### config.mk
export PLATFORM = sky130hd
export DESIGN_NAME = clk_en_gen
export DESIGN_NICKNAME = d
export VERILOG_FILES = /design/src/rtl/clk_en_pkg.sv /design/src/rtl/clk_en_div_ch.sv /design/src/rtl/clk_en_gen.sv
export SDC_FILE = /design/constraint.sdc
export NUM_CORES = 1
export LEC_CHECK = 0
export BUFFER_PORTS_ARGS = -buffer_cell sky130_fd_sc_hd__buf_2
export CAP_MARGIN = 20
export CORE_MARGIN = 2
export CORE_UTILIZATION = 45
export CTS_CLUSTER_DIAMETER = 100
export CTS_CLUSTER_SIZE = 16
export DETAILED_ROUTE_END_ITERATION = 6
export GPL_TIMING_DRIVEN = 0
export PLACE_DENSITY = 0.61
export SLEW_MARGIN = 20
export SYNTH_ARGS = -nofsm -noshare
export SYNTH_HDL_FRONTEND = slang
export SYNTH_SLANG_ARGS = --single-unit
### constraint.sdc
create_clock -name clk_in -period 6.1 [get_ports clk_in]
set_clock_uncertainty 0.1 [all_clocks]
set_input_delay 0.305 -clock clk_in [delete_from_list [all_inputs] [get_ports clk_in]]
set_output_delay 0.305 -clock clk_in [all_outputs]
set_load 0.1 [all_outputs]
### src/rtl/clk_en_pkg.sv
// Shared types and helpers for the clk_en_gen clock-enable generator.
package clk_en_pkg;

    typedef enum logic {
        LOCKING = 1'b0,
        LOCKED  = 1'b1
    } lock_state_t;

    localparam int CLK_EN_MAX_CH = 16;

    // A programmed ratio of 0 would never wrap; treat it as divide-by-1.
    function automatic logic [31:0] norm_ratio(input logic [31:0] r);
        return (r == 32'd0) ? 32'd1 : r;
    endfunction

endpackage

### src/rtl/clk_en_div_ch.sv
// One divider channel: shadow/active ratio, wrap counter, registered ce strobe and tick.
module clk_en_div_ch
    import clk_en_pkg::*;
#(
    parameter int DIV_W = 8
) (
    input  logic             clk_in,
    input  logic             reset_in,
    input  logic             run,
    input  logic             align,
    input  logic             cfg_load,
    input  logic [DIV_W-1:0] cfg,
    output logic             ce,
    output logic             tick
);

    localparam logic [DIV_W-1:0] ONE = DIV_W'(1);

    logic [DIV_W-1:0] cnt;
    logic [DIV_W-1:0] active;
    logic [DIV_W-1:0] shadow;
    logic [DIV_W-1:0] shadow_nxt;
    logic             wrap;

    // A load in the same cycle as a wrap or idle update is picked up directly.
    assign shadow_nxt = cfg_load ? DIV_W'(norm_ratio(32'(cfg))) : shadow;
    assign wrap       = (cnt == active - ONE);

    always_ff @(posedge clk_in) begin
        if (reset_in) begin
            cnt    <= '0;
            active <= ONE;
            shadow <= ONE;
            ce     <= 1'b0;
            tick   <= 1'b0;
        end else begin
            shadow <= shadow_nxt;
            if (!run || align) begin
                cnt    <= '0;
                ce     <= 1'b0;
                tick   <= 1'b0;
                active <= shadow_nxt;
            end else if (wrap) begin
                cnt    <= '0;
                ce     <= 1'b1;
                tick   <= ~tick;
                active <= shadow_nxt;
            end else begin
                cnt <= cnt + ONE;
                ce  <= 1'b0;
            end
        end
    end

endmodule

### src/rtl/clk_en_gen.sv
// Multi-channel clock-enable generator with lock sequencer.
// Optional phase alignment on align_in when CLK_EN_GEN_PHASE_ALIGN_EN is defined.
module clk_en_gen
    import clk_en_pkg::*;
#(
    parameter int NUM_CH      = 4,
    parameter int DIV_W       = 8,
    parameter int LOCK_CYCLES = 15
) (
    input  logic                    clk_in,
    input  logic                    reset_in,
    input  logic [NUM_CH*DIV_W-1:0] div_cfg,
    input  logic                    cfg_load,
    input  logic [NUM_CH-1:0]       ch_en,
    input  logic                    relock_req,
    input  logic                    align_in,
    output logic [NUM_CH-1:0]       ce_out,
    output logic [NUM_CH-1:0]       tick_out,
    output logic                    locked
);

    localparam int CNT_W = (LOCK_CYCLES < 1) ? 1 : $clog2(LOCK_CYCLES + 1);
    localparam logic [CNT_W-1:0] LOCK_MAX = CNT_W'(LOCK_CYCLES);

    lock_state_t      state;
    lock_state_t      state_nxt;
    logic [CNT_W-1:0] lock_cnt;
    logic [CNT_W-1:0] lock_cnt_nxt;
    logic             run_ok;
    logic             align_ok;

    always_ff @(posedge clk_in) begin
        if (reset_in) begin
            state    <= LOCKING;
            lock_cnt <= '0;
        end else begin
            state    <= state_nxt;
            lock_cnt <= lock_cnt_nxt;
        end
    end

    always_comb begin
        state_nxt    = state;
        lock_cnt_nxt = lock_cnt;
        case (state)
            LOCKING: begin
                if (relock_req)
                    lock_cnt_nxt = '0;
                else if (lock_cnt == LOCK_MAX)
                    state_nxt = LOCKED;
                else
                    lock_cnt_nxt = lock_cnt + CNT_W'(1);
            end
            LOCKED: begin
                if (relock_req) begin
                    state_nxt    = LOCKING;
                    lock_cnt_nxt = '0;
                end
            end
            default: begin
                state_nxt    = LOCKING;
                lock_cnt_nxt = '0;
            end
        endcase
    end

    // A relock pulse must clear the channels on the same edge the FSM leaves LOCKED.
    always_comb begin
        locked = (state == LOCKED);
        run_ok = locked & ~relock_req;
    end

`ifdef CLK_EN_GEN_PHASE_ALIGN_EN
    assign align_ok = run_ok & align_in;
`else
    logic unused_align;
    assign unused_align = align_in;
    assign align_ok     = 1'b0;
`endif

    for (genvar i = 0; i < NUM_CH; i++) begin : g_ch
        clk_en_div_ch #(
            .DIV_W(DIV_W)
        ) u_ch (
            .clk_in  (clk_in),
            .reset_in(reset_in),
            .run     (run_ok & ch_en[i]),
            .align   (align_ok),
            .cfg_load(cfg_load),
            .cfg     (div_cfg[i*DIV_W +: DIV_W]),
            .ce      (ce_out[i]),
            .tick    (tick_out[i])
        );
    end

endmodule
==> flow_summary.yaml, run 1 <==
place:
  place.gp.congestion: 0.836
  dp_hpwl_um: 7780
  numPortBuffers: 47
grt:
  antenna_found_initial: 0
  grt_pass1_wl_um: 16800
  grt_pass1_vias: 3507
  grt_max_degree: 18
  gr-usage-all-layers_pct: 18.1
  grt.overflow.total: 0
sta:
  fmax_mhz: 367
  grt_setup_unrepaired: "no"
  slew_viol_final: 0
  worstMarginPinSlew_ns: 0.769
  fin_crit_ns: 2.72
  relSlewSlack_pct: 48.7
  hold_violations: 0
  tns_ns: 0
  whs_ns: 0.0992
  finalSetupViolations: 0
  min_period_over_period_pct: 44.6
pwr:
  swShare_pct: 24.3
  pwr-share-comb_pct: 10.1
  total_power_mw: 1.37
  clockPowerShare_pct: 34.5
  power.switching_mw: 0.333
  p_seq_share_pct: 55.4
  leakagePower_nw: 2.27
  ir_drop_v: 0.000149
  p_per_area_nw_per_um2: 247
  intPower_mw: 1.03
clock_tree:
  h-tree-depth: 3
  clock-sinks: 109
  clk-insertion-delay-late_ns: 0.37
  cts-root-buf: "clkbuf_8"
  cts_hold_buf: 0
  cts_resized: 0
  cts_buffers: 9
  cts_buffer_depth: 2
  post_cts_buffers: 0
  cts_tree: "built"
  clk_pin_slew_worst_paths_ns: 0.10
yosys:
  synthCells: 516
  avgSynthCellArea_um2: 9.51
  synth_top_cells_by_area: "dfxtp_1 (44%), xor2_1 (6.6%), nor2_1 (6.0%), mux2i_1 (5.9%), xnor2_1 (5.0%)"
  synthAdderAreaFrac_pct: 2.29
  synth_seq_cells: 109
  ys.flop_type: "dfxtp_1"
  ys_seq_area_share_pct: 44.4
  yosys.area_share.simple_pct: 19.4
  synth_top_cell_by_area: "dfxtp_1"
  synth-compound-area-share_pct: 12.6
  synth_mux_area_share_pct: 6.14
  syn_nets: 566
  async_reset_ff_share_pct: 0
  synth_edf_count: 0
  synth.distinct_cells: 59
  synth_xor_area_share_pct: 11.6
  synth_top_family_by_area: "simple AND/OR/NAND/NOR gates"
  synth_top_area_share_pct: 44.4
  synthesis.area_um2: 4910
  yosysWarningCount: 0
route:
  vias: 3750
  ant_nets: 0
  wl_met3_um: 340
  wl_met1_um: 4970
  drc_errors: 0
  wl_met2_um: 4720
  post_drt_via_cell_ratio: 5.22
  wire_per_inst_um: 14.3
  top_layer: "met4"
  first_iter_violations: 171
  routed_wl_um: 10300
  drt_pass1_iterations: 4
flow_run:
  cap_viol_max_count: 0
finish:
  nets: 624
  antenna_cells: 0
  drive_above_1_share_pct: 16.6
  syn_to_final_growth_pct: 12.8
die:
  dieArea_um2: 11800
  core_um2: 10700
  rows: 38
  die_w_um: 108
  io_pins: 50
  initial_core_util_pct: 45.7
  die_h_um: 108
worst_setup_path:
  start_kind: "register"
  cp_max_fo: 8
  critPathRequiredTime_ns: 6.31
  path_class: "reg -> reg"
  worstPathArrival_ns: 2.93
  cp-end-kind: "register"
run_status:
  outcome: "complete, no violations"
worst_hold_path:
  hold_path_class: "in -> reg"
-- layer usage --
metal | vias up | track usage (%)
met5 | - | 0
met4 | 0 | 8.42
met3 | 20 | 3.44
met2 | 47 | 29.2
met1 | 1745 | 23.4
li1 | 1938 | -
-- flip-flops by register name, indices dropped and copies added (netlist names) --
register	flops
g_ch.u_ch.shadow	32
g_ch.u_ch.ce	4
lock_cnt	4
g_ch.u_ch.active	32
g_ch.u_ch.cnt	32
g_ch.u_ch.tick	4
locked	1
-- logic make-up after synthesis --
logic type / Yosys count
compound gates: 78
buf+inv: 34
fa+ha+maj: 9
mux: 30
flops: 109
simple gates: 191
xor+xnor: 65
-- per-stage QoR --
step | setup WS, ns | cell area (um2) | instances | utilization (%)
3_3_place_gp | 3.34 | 5320 | 703 | 49.5
4_1_cts | 3.40 | 5540 | 718 | 51.5
5_1_grt | 3.12 | 5540 | 718 | 51.5
3_5_place_dp | 3.47 | 5330 | 703 | 49.6
6_report | 3.38 | 5540 | 718 | 51.5
2_1_floorplan | 3.56 | 4910 | 516 | -
-- worst max-delay path, cell delays in order, from the launching register on --
cell and delay [ns]:
dfxtp_1 0.39, nor4_1 0.57, a2111oi_0 0.22, a311o_1 0.33, o21a_1 0.22, a21oi_1 0.55
o32a_1 0.28
-- cell usage after synthesis (9+ instances only) --
library cell / number
nor4_1: 9
nand3_1: 27
mux2i_1: 29
ha_1: 9
xor2_1: 37
dfxtp_1: 109
xnor2_1: 28
clkbuf_1: 14
a21oi_1: 14
nor2_1: 79
nor3_1: 18
nand2_1: 13
inv_1: 9
o22a_1: 14
-- layout by cell type, fill, tap and decap left out, types with 7 or more instances in the layout --
master,instances
and3_1,8
ha_1,9
xor2_1,37
xnor2_1,28
clkbuf_8,9
buf_4,8
o22a_2,7
nand3_1,27
inv_1,9
nor3_1,17
nor4_1,9
nor2_1,79
buf_2,47
o22a_1,14
a21oi_1,14
nand2_1,13
clkbuf_1,14
mux2i_1,29
dfxtp_1,109
-- worst paths after layout --
kind	cells after the start	startpoint	slack [ns]	to
setup / recovery	6	g_ch[0].u_ch.active[2]	3.38	g_ch[0].u_ch.active[6]
setup reg to reg	6	g_ch[0].u_ch.active[2]	3.38	g_ch[0].u_ch.active[6]
hold reg to reg	1	g_ch[2].u_ch.cnt[0]	0.38	g_ch[2].u_ch.cnt[0]
hold / removal	2	relock_req	0.1	lock_cnt[0]
-- power groups by stage --
stage / Sequential (mW) / Clock [mW] / Combinational [mW]
after floorplan: 0.768 / 0 / 0.101
after global placement: 0.772 / 0 / 0.134
after detailed placement: 0.773 / 0 / 0.139
after CTS: 0.757 / 0.487 / 0.139
after global routing: 0.761 / 0.508 / 0.153
final: 0.757 / 0.471 / 0.139
-- final cells by class --
type / instances / area [um2]
well taps: 140 / 175
plain buffers: 25 / 139
flip-flops and latches: 109 / 2180
multi-input cells: 373 / 2560
fillers: 1052 / 5210
inverters: 9 / 33.8
clock buffers: 9 / 124
clock inverters: 6 / 88.8
repair buffers: 47 / 235
Note: power is estimated with default switching activity, not from simulation.
==> run 2: changes to the inputs <==
Settings changed: ABC_AREA from default to 1, PLACE_DENSITY 0.61 to 0.62.
Clock period 6.1 ns to 2.35 ns, I/O delays scaled along.
==> run 2 against run 1 <==
Sequential share of layout area down 6.5 points; critical path depth up 9; power rose to 3.0 times the previous value; worst setup slack worse by 3.1 ns; via count up 31%; sequential power rose to 2.6 times the previous value; first-iteration DRC count up 26%; global-route usage up 0.89 points; critical path type unchanged; critical endpoint unchanged; largest cell class unchanged.
==> flow_summary.yaml, run 2 <==
pwr:
  power.switching_mw: 1.02
  p_per_area_nw_per_um2: 611
  swShare_pct: 25.1
  p_seq_share_pct: 48.1
  ir_drop_v: 0.000286
  total_power_mw: 4.06
  pwr-share-comb_pct: 12.4
  intPower_mw: 3.04
  leakagePower_nw: 3.60
  clockPowerShare_pct: 39.5
place:
  dp.cells: 1080
  dpl_cell_area_um2: 6120
  numPortBuffers: 47
  place.gp.congestion: 0.805
  dp_hpwl_um: 8760
yosys:
  syn_nets: 911
  synth_edf_count: 0
  synthCells: 861
  synth_top_area_share_pct: 38.5
  synthesis.area_um2: 5670
  yosysWarningCount: 0
  synth_most_common_cell: "nand2_1"
  ys.flop_type: "dfxtp_1"
  avgSynthCellArea_um2: 6.59
  synth.distinct_cells: 35
  synth_top_cell_by_area: "dfxtp_1"
  ys_seq_area_share_pct: 38.5
  synth_top_cells_by_area: "dfxtp_1 (38%), nand2_1 (21%), inv_1 (9.3%), nand3_1 (5.7%), nor2_1 (4.6%)"
  async_reset_ff_share_pct: 0
  synth_seq_cells: 109
  synth_commonest_cells: "nand2_1 (313), inv_1 (141), dfxtp_1 (109)"
route:
  first_iter_violations: 216
  drc_errors: 0
  routed_wl_um: 11800
  post_drt_via_cell_ratio: 4.40
  drt_pass1_iterations: 4
  wire_per_inst_um: 10.5
  ant_nets: 0
  vias: 4913
die:
  dieArea_um2: 13500
  rows: 41
  die_h_um: 116
  initial_core_util_pct: 45.5
  die_w_um: 116
  core_um2: 12500
  io_pins: 50
finish:
  seq_area_um2: 2180
  fin_area_um2: 6640
  final_cells: 1117
  nets: 990
  top_regs: "g_ch.u_ch.active x32, g_ch.u_ch.cnt x32, g_ch.u_ch.shadow x32"
  final_common_cell: "nand2_1"
  mostFrequentLayoutCells: "nand2_1 (313), inv_1 (141), dfxtp_1 (108)"
  syn_to_final_growth_pct: 17.1
  multi_input_area_um2: 2760
  antenna_cells: 0
  drive_above_1_share_pct: 13.1
  num-fill-cells: 1285
grt:
  gr-usage-all-layers_pct: 19.0
  antenna_found_initial: 0
  grt_pass1_wl_um: 20400
  grt_pass1_vias: 4621
  grt_max_degree: 17
  grt.overflow.total: 0
sta:
  min_period_over_period_pct: 90.2
  slew_viol_final: 0
  fin_crit_ns: 2.12
  whs_ns: 0.00847
  grt_setup_unrepaired: "no"
  tns_ns: 0
  relSlewSlack_pct: 57.4
  finalSetupViolations: 0
  hold_violations: 0
  worstMarginPinSlew_ns: 0.639
  fmax_mhz: 472
worst_setup_path:
  cp_top_family: "simple AND/OR/NAND/NOR gates"
  cp-end-kind: "register"
  worstPathArrival_ns: 2.27
  crit_chain: "inv_2, ha_1, inv_1, nand2_1, nand2_1, nor2_1, nor2_1, nand3_2, nor2_4, nand2_4, nand2_4, buf_6, nand2_2, nand2_1, inv_1"
  critPathRequiredTime_ns: 2.50
  critPathSlowestCell: "dfxtp_1"
  crit_top_cell: "nand2_1"
  path_class: "reg -> reg"
  critPathBufInv: 4
  cp_max_fo: 10
  start_kind: "register"
  max_stage_delay_ns: 0.40
clock_tree:
  clk-insertion-delay-late_ns: 0.35
  cts_buffers: 9
  clock-sinks: 109
  cts_tree: "built"
  post_cts_buffers: 0
  h-tree-depth: 3
  clk_pin_slew_worst_paths_ns: 0.07
  cts-root-buf: "clkbuf_16"
  cts_buffer_depth: 2
run_status:
  outcome: "complete, no violations"
worst_hold_path:
  hold_path_class: "in -> reg"
flow_run:
  cap_viol_max_count: 0
run 2: cell families (layout without fill, tap and decap cells):
kind of cell / Yosys count / count (layout) / synth area share, %
simple gates: 513 / 513 / 39.9
buf+inv: 177 / 261 / 12.8
flops: 109 / 109 / 38.5
xor+xnor: 27 / 27 / 4.17
compound gates: 24 / 24 / 2.34
fa+ha+maj: 9 / 9 / 1.99
mux: 2 / 2 / 0.353
run 2: repair_timing:
| action | CTS | global route |
|---|---|---|
| setup endpoints to repair | 0 | 1 |
| hold buffers | 21 | 0 |
| resized for setup | 0 | 1 |
| endpoints found under the hold margin | 21 | 0 |
run 2: final timing paths:
check,from,to,slack [ns],cells after the start
min,div_cfg[27],g_ch[3].u_ch.shadow[3],0.008,3
max reg2reg,g_ch[0].u_ch.active[0],g_ch[0].u_ch.active[6],0.23,15
min reg2reg,g_ch[2].u_ch.tick,g_ch[2].u_ch.tick,0.36,1
max,g_ch[0].u_ch.active[0],g_ch[0].u_ch.active[6],0.23,15
run 2: cell type report:
cell class,instances,area share [%]
inverters,153,8.65
clock inverters,5,1.13
multi-input cells,575,41.6
clock buffers,11,3.50
flip-flops and latches,109,32.9
repair buffers,68,6.71
well taps,172,3.24
plain buffers,24,2.28
run 2: metrics by stage:
stage / worst slack (ns) / util (%)
floorplan: 0.204 / -
global placement: 0.255 / 49.1
detailed placement: 0.246 / 49.1
CTS: 0.229 / 53.3
global route: 0.00881 / 53.3
finish: 0.231 / 53.3
run 2: power groups by stage:
| stage | logic [mW] | registers [mW] | clock network (mW) |
|---|---|---|---|
| after floorplan | 0.363 | 1.99 | 0 |
| after global placement | 0.472 | 1.99 | 0 |
| after detailed placement | 0.477 | 2.00 | 0 |
| after CTS | 0.506 | 1.95 | 1.65 |
| after global routing | 0.584 | 1.96 | 1.72 |
| final | 0.502 | 1.95 | 1.60 |
run 2: worst min-delay path, stage by stage:
cell     delay (ns)
buf_2          0.11
mux2i_1        0.07
nor2_1         0.11
run 2: per-layer routing:
metal | wire (um) | GRT usage, %
met3 | 462 | 2.70
met1 | 5900 | 25.5
met5 | 0 | 0
met4 | 224 | 7.22
met2 | 5160 | 31.2
==> run 3: changes to the inputs <==
Settings changed: CELL_PAD_IN_SITES_DETAIL_PLACEMENT from default to 1, CELL_PAD_IN_SITES_GLOBAL_PLACEMENT from default to 1, CORE_UTILIZATION 45 to 38, GPL_ROUTABILITY_DRIVEN from default to 0, PLACE_DENSITY 0.62 to 0.72.
==> run 3 against run 2 <==
Global-route usage decreased by 0.34 points; worst setup slack got worse by 0.013 ns; flip-flop and latch count unchanged; die area increased by 18%; cell area decreased by 0.70%; combinational power increased by 4%; non-clock buffer count decreased by 3; hold slack got worse by 0.0018 ns; clock power decreased by 10%; first-iteration DRC count decreased by 1.4%; register-to-register slack about the same; largest power group unchanged; highest routed layer unchanged.
==> flow_summary.yaml, run 3 (synthesized netlist as in run 2, its figures left out) <==
die:
  core_um2: 14500
  die_h_um: 126
  die_w_um: 126
  dieArea_um2: 15900
  io_pins: 50
  initial_core_util_pct: 39.0
  rows: 44
worst_setup_path:
  path_class: "reg -> reg"
  startpoint: "g_ch[1].u_ch.active[0]"
  worstPathArrival_ns: 2.29
  cp-end-kind: "register"
  r2r-start: "g_ch[1].u_ch.active[0]"
  cp_max_fo: 10
  start_kind: "register"
  critPathRequiredTime_ns: 2.50
clock_tree:
  h-tree-depth: 3
  clk_pin_slew_worst_paths_ns: 0.07
  clk-insertion-delay-late_ns: 0.36
  clock-sinks: 109
  cts_tree: "built"
  cts_buffer_depth: 2
  cts-root-buf: "clkbuf_16"
  post_cts_buffers: 0
  cts_buffers: 9
flow_run:
  cap_viol_max_count: 0
run_status:
  outcome: "complete, no violations"
pwr:
  ir_drop_v: 0.000363
  p_per_area_nw_per_um2: 594
  total_power_mw: 3.91
  leakagePower_nw: 3.57
finish:
  final_common_cell: "nand2_1"
  drive_above_1_share_pct: 13.2
  top_regs: "g_ch.u_ch.active x32, g_ch.u_ch.cnt x32, g_ch.u_ch.shadow x32"
  nets: 987
  antenna_cells: 0
  syn_to_final_growth_pct: 16.3
  mostFrequentLayoutCells: "nand2_1 (313), inv_1 (141), dfxtp_1 (107)"
  num-fill-cells: 1966
  finish.utilization_pct: 45.4
sta:
  grt_setup_unrepaired: "no"
  worst_slack_ns: 0.218
  slew_viol_final: 0
  worstMarginPinSlew_ns: 0.662
  tns_ns: 0
  finalSetupViolations: 0
  fin_crit_ns: 2.13
  relSlewSlack_pct: 55.9
  hold_violations: 0
  min_period_over_period_pct: 90.7
  fmax_mhz: 469
grt:
  grt_pass1_wl_um: 24400
  antenna_found_initial: 0
  grt.overflow.total: 0
  gr-usage-all-layers_pct: 18.7
  grt_max_degree: 16
  grt_pass1_vias: 5529
worst_hold_path:
  hold_path_class: "in -> reg"
  min_from: "div_cfg[21]"
route:
  drc_errors: 0
  ant_nets: 0
  first_iter_violations: 213
  vias: 5254
  post_drt_via_cell_ratio: 4.67
  wire_per_inst_um: 12.5
  drt_pass1_iterations: 4
  routed_wl_um: 14100
place:
  numPortBuffers: 47
  dp_hpwl_um: 11000
  dpl_worst_slack_ns: 0.191
[run 3: cell count changes in the layout (fill, tap and decap cells not counted), sizes merged]
| cell | before | now |
|---|---|---|
| bufinv | 2 | 0 |
| dlygate4sd3 | 21 | 18 |
| clkinv | 4 | 3 |
| clkbuf | 23 | 24 |
[run 3: critical path, cell delays in order (launching register included)]
cell and delay, ns:
dfxtp_1 0.38, inv_2 0.06, ha_1 0.26, nand2_1 0.11, nor2_1 0.06, and2_1 0.16, nor2_1 0.10, nand2_1 0.10
nor2_2 0.16, nand2_4 0.12, nand2_4 0.13, buf_6 0.16, nand2_1 0.05, nand2_1 0.06, inv_1 0.04
[run 3: repair_timing]
item	4_1_cts	5_1_grt
resized for setup	0	4
hold buffers	18	0
setup endpoints to repair	0	3
hold endpoints to repair	18	0
[run 3: layer usage]
| layer | track usage (%) | wire [um] | up-vias |
|---|---|---|---|
| li1 | - | - | 2735 |
| met4 | 6.21 | 222 | 0 |
| met5 | 0 | 0 | - |
| met3 | 2.55 | 342 | 16 |
| met2 | 33.8 | 6960 | 55 |
| met1 | 22.7 | 6570 | 2448 |
[run 3: stage by stage]
| step | std cells | cell area, um2 | hold WS [ns] |
|---|---|---|---|
| 5_1_grt | 1124 | 6590 | 0.0219 |
| 3_3_place_gp | 1092 | 6140 | 0.235 |
| 3_5_place_dp | 1092 | 6140 | 0.246 |
| 4_1_cts | 1124 | 6580 | 0.00125 |
| 2_1_floorplan | 861 | 5670 | 0.0960 |
| 6_report | 1124 | 6590 | 0.00671 |
[run 3: where the power goes]
part | switching [mW] | total, mW | leakage, nW | internal (mW)
Combinational | 0.324 | 0.521 | 2.54 | 0.197
Clock | 0.675 | 1.44 | 0.134 | 0.763
Sequential | 0.0418 | 1.95 | 0.891 | 1.91
Total | 1.04 | 3.91 | 3.57 | 2.87
[run 3: cell type report]
type | instances | area (um2) | share of cell area (%)
sequential | 109 | 2180 | 33.1
clock inverter | 2 | 10.0 | 0.152
clock buffer | 12 | 256 | 3.89
timing repair buffer | 65 | 415 | 6.30
buffer | 24 | 155 | 2.35
inverter | 153 | 574 | 8.71
tap | 184 | 230 | 3.49
multi-input combinational | 575 | 2770 | 42.0
[run 3: worst paths after layout]
kind / to / slack [ns] / depth (start not counted)
max reg2reg: g_ch[1].u_ch.active[6] / 0.22 / 14
min: g_ch[2].u_ch.shadow[5] / 0.007 / 5
min reg2reg: g_ch[2].u_ch.cnt[0] / 0.37 / 1
max: g_ch[1].u_ch.active[6] / 0.22 / 14
